## src/rtl/writeback_arbiter.sv

```systemverilog
// Writeback arbiter: round-robin selection of one of three result producers per cycle
// into the register-file write port, plus a busy-bit scoreboard for RAW hazard detection.
module writeback_arbiter (
   input  logic        clk,
   input  logic        rst,
   input  logic [2:0]  reqValid,
   input  logic [4:0]  reqReg0,
   input  logic [4:0]  reqReg1,
   input  logic [4:0]  reqReg2,
   input  logic [31:0] reqData0,
   input  logic [31:0] reqData1,
   input  logic [31:0] reqData2,
   output logic [2:0]  reqReady,
   input  logic        issueValid,
   input  logic [4:0]  issueReg,
   input  logic [4:0]  readRegister1,
   input  logic [4:0]  readRegister2,
   output logic        hazard1,
   output logic        hazard2,
   output logic [4:0]  writeRegister,
   output logic [31:0] writeData,
   output logic        regWrite
);

   logic [1:0]  pointer;
   logic [1:0]  nextPointer;
   logic [2:0]  rotValid;
   logic [2:0]  rotGrant;
   logic        transfer;
   logic [4:0]  winReg;
   logic [31:0] winData;
   logic [31:0] busy;
   logic [31:0] busyNext;

   // Rotate requests so the current highest-priority requester sits at bit 0.
   always_comb begin
      // NOTE: every combinational output gets a default first so no path can infer a latch.
      rotValid = reqValid;
      case (pointer)
         2'd1:    rotValid = {reqValid[0], reqValid[2:1]};
         2'd2:    rotValid = {reqValid[1:0], reqValid[2]};
         default: rotValid = reqValid;
      endcase

      rotGrant = 3'b000;
      if (rotValid[0])      rotGrant = 3'b001;
      else if (rotValid[1]) rotGrant = 3'b010;
      else if (rotValid[2]) rotGrant = 3'b100;

      reqReady = 3'b000;
      if (rst) begin
         case (pointer)
            2'd1:    reqReady = {rotGrant[1:0], rotGrant[2]};
            2'd2:    reqReady = {rotGrant[0], rotGrant[2:1]};
            default: reqReady = rotGrant;
         endcase
      end
   end

   // reqReady already implies reqValid, so any set bit is a transfer.
   always_comb begin
      transfer    = |reqReady;
      winReg      = 5'd0;
      winData     = 32'd0;
      nextPointer = pointer;
      if (reqReady[0]) begin
         winReg      = reqReg0;
         winData     = reqData0;
         nextPointer = 2'd1;
      end else if (reqReady[1]) begin
         winReg      = reqReg1;
         winData     = reqData1;
         nextPointer = 2'd2;
      end else if (reqReady[2]) begin
         winReg      = reqReg2;
         winData     = reqData2;
         nextPointer = 2'd0;
      end
   end

   // Set is applied after clear: a newly issued producer outranks a retiring one.
   always_comb begin
      busyNext = busy;
      if (transfer)
         busyNext[winReg] = 1'b0;
      if (issueValid && (issueReg != 5'd0))
         busyNext[issueReg] = 1'b1;
      busyNext[0] = 1'b0;
   end

   // NOTE: sequential state uses non-blocking assignments only, so all flops sample pre-edge values.
   always_ff @(posedge clk or negedge rst) begin
      if (!rst) begin
         pointer       <= 2'd0;
         busy          <= 32'd0;
         regWrite      <= 1'b0;
         writeRegister <= 5'd0;
         writeData     <= 32'd0;
      end else begin
         pointer  <= nextPointer;
         busy     <= busyNext;
         regWrite <= transfer && (winReg != 5'd0);
         if (transfer) begin
            writeRegister <= winReg;
            writeData     <= winData;
         end
      end
   end

   // The write in flight has already cleared its busy bit, so it is checked separately.
   always_comb begin
      hazard1 = busy[readRegister1] ||
                (regWrite && (writeRegister == readRegister1) && (readRegister1 != 5'd0));
      hazard2 = busy[readRegister2] ||
                (regWrite && (writeRegister == readRegister2) && (readRegister2 != 5'd0));
   end

endmodule

```

## config.mk

```make
export PLATFORM = sky130hd
export DESIGN_NAME = writeback_arbiter
export DESIGN_NICKNAME = d
export VERILOG_FILES = /design/src/rtl/writeback_arbiter.sv
export SDC_FILE = /design/constraint.sdc
export NUM_CORES = 1
export LEC_CHECK = 0
export CORE_MARGIN = 2
export CORE_UTILIZATION = 40
export CTS_BUF_LIST = sky130_fd_sc_hd__clkbuf_16
export DETAILED_ROUTE_END_ITERATION = 8
export PLACE_DENSITY = 0.77
export SYNTH_ARGS = -nofsm -noshare
export SYNTH_HDL_FRONTEND = slang
export SYNTH_SLANG_ARGS = --single-unit
```

## constraint.sdc

```tcl
create_clock -name clk -period 2.8 [get_ports clk]
set_input_delay 0.56 -clock clk [delete_from_list [all_inputs] [get_ports clk]]
set_output_delay 0.56 -clock clk [all_outputs]
set_load 0.01 [all_outputs]
```

==> metrics.txt <==
Yosys top cell area share 0.390; multiplexer area fraction after synthesis 0.0911; fillers 851; Synth Flop Type dfrtp_1; initial antenna violation count 0; Remaining DRCs 0; Fin. Hold Viols 0; cts bufs inserted 9; Post-Route WL 16500 um; first-pass GRT wire length 26500 um; critical path fanouts, max 5; Crit Path Class in2out; Via Count 5100; setup violators final 0; Rel. slew slack 0.557; post-synthesis register bit count 71; VDD IR-drop max 477 uV; synth top area cells dfrtp_1, mux4_2, nor2_1; Final Core Density 0.675; commonest non-fill, non-tap cell in the layout clkdlybuf4s50_1; Slew Limit Fails 0; vias in the first global route 5419; xor/xnor share of the synthesized area 0.0154; Post-synth EDFFs 0; WP data arrival 2.23 ns; WP data required 2.24 ns; maxcap violations 0; Seq/Total Area, Yosys 0.390; CP startpoint kind input port; min Tclk post-route 2.79 ns; Power Total 6.41 mW; Period Utilization, post-route 0.995; PwrDens 864 mW/mm^2; Worst setup EP type output pin; Root Buffer clkbuf_16; number of hold buffers added after CTS 0; top-level port count 175; syn_nets 637; status finished, final reports clean; synthesized cell area 0.00456 mm^2; Syn. warnings 0; vias per inst 5.86; Pre-antenna DRT Iters 5; transition time of the tightest slew-check pin 0.662 ns; Post-synth ARST share 1.00; Syn Inst Count 502; antenna-violating nets left 0; Finished Cell Area 0.00742 mm^2; core area 0.0110 mm^2; Setup TNS 0 ns; clock-pin slew on the worst setup and hold paths 0.06 ns; Initial Util 0.415; leading area contributor after synthesis dfrtp_1; Setup Skew 0.00808 ns; post-synthesis adder-cell area fraction 0.00823; placed instance area 0.00682 mm^2; Mean Syn Cell Area 9.08 um^2; die footprint 0.0123 mm^2; clock sinks 71; diodes inserted 0; DIE WIDTH 111 um; f_max 359 MHz; Port Buffer Count 174; TritonCTS clock tree yes; P_leak 3.10 nW; # rows 38; routability cong. 0.939; Global Route Usage Sum 0.265; Unique masters post-synth 46; clk_lat worst skew 0.33 ns; RSZ-0062 raised after global routing yes; Routed WL per cell 19.0 um; Synth Area in Compound Gates 0.261; largest net degree at the start of global routing 48; H-tree depth 3; Iter 0 DRT Violations 284; Layout area overhead 62.7%; Die Y 111 um; Overflow after GRT 0; Hold WC Path Type in2async; nets@finish 860; simple-gate share of the synthesized area 0.179; main combinational cell family by area after synthesis compound AO/OA/AOI/OAI gates; fraction of layout cells with a size suffix above 1 0.210; commonest non-fill, non-tap cells in the layout clkdlybuf4s50_1, nor2_1, dfrtp_1, buf_4, a21oi_1; Bufs on Longest Clock Path 2; Detail Placement HPWL 11800 um
==> sequential cells by signal, indices dropped and copies added (netlist names) <==
name,flops
busy,31
writeData,32
pointer,2
regWrite,1
writeRegister,5
==> cell families after synthesis <==
| logic type | after synthesis |
|---|---|
| and+or+nand+nor | 173 |
| AOI/OAI and AO/OA | 166 |
| DFF | 71 |
| buffers and inverters | 62 |
| muxes | 19 |
| xor gates and xnor gates | 8 |
| adders and majority gates | 3 |
==> final timing paths <==
check	from	endpoint	slack [ns]	cells after the start
setup reg to reg	pointer[0]	busy[12]	0.02	9
hold reg to reg	writeData[0]	writeData[0]	0.51	2
hold / removal	rst	writeData[18]	0.32	2
max in group asynchronous	rst	writeRegister[0]	1.95	2
min in group clk	writeData[0]	writeData[0]	0.51	2
setup / recovery	readRegister1[0]	hazard1	0.01	7
==> synth_stat cells, types with 2 or more instances <==
cell type   n
a2111oi_0   5
a2111oi_2   2
a21oi_1    56
a221o_1     5
a221oi_1   15
a221oi_2    5
a32o_1     17
and2_1      7
and3_1      2
and3b_1     4
and4b_1     2
and4bb_2    2
buf_1       7
buf_2       3
buf_4       2
clkbuf_1   19
dfrtp_1    71
ha_1        3
inv_1      29
mux4_2     18
nand2_1    45
nand3_1     5
nand3b_1    2
nor2_1     82
nor3_1      6
nor3_2      6
nor3b_1     4
nor4_1      3
o211ai_1   24
o21ai_0    29
xnor2_1     2
xor2_1      6
==> where the power goes <==
part           switching [mW]  internal [mW]  leakage, nW
Combinational            1.76           1.86         2.21
Clock                   0.466          0.599        0.124
Sequential              0.318           1.41        0.760
==> stage by stage <==
stage               hold slack, ns  setup WS [ns]  instances
floorplan                    0.264         0.0599        502
global placement             0.493         -0.692        840
CTS                          0.316         0.0124        866
finish                       0.319         0.0147        870
global route                 0.346        -0.0560        870
detailed placement           0.501         -0.712        840
==> layer usage <==
layer / routed length (um) / part of all wire / track usage
met3: 1270 / 0.077 / 0.0590
met2: 8610 / 0.52 / 0.477
met1: 6100 / 0.37 / 0.302
met4: 528 / 0.032 / 0.115
met5: 0 / 0 / 0
==> area by class of cell <==
cell class	count	area, um^2	area share
timing repair buffer	244	2380	0.321
multi-input combinational	369	2690	0.363
clock inverter	7	48.8	0.00658
sequential	71	1780	0.240
clock buffer	9	225	0.0304
tap	140	175	0.0236
inverter	30	115	0.0155
==> worst max-delay path: stages <==
cell and delay [ns]:
buf_6 0.09, bufbuf_16 0.25, mux4_2 0.48, mux4_2 0.48, nor3_2 0.17, a21oi_2 0.05
buf_2 0.14
==> timing repair <==
| item | 4_1_cts | 5_1_grt |
|---|---|---|
| buffers inserted | 6 | 4 |
| gates resized for setup | 47 | 34 |
| pin swaps | 2 | 8 |
| endpoints found under the setup margin | 18 | 37 |
| cloned | 4 | 0 |
Note: power is estimated with default switching activity, not from simulation.
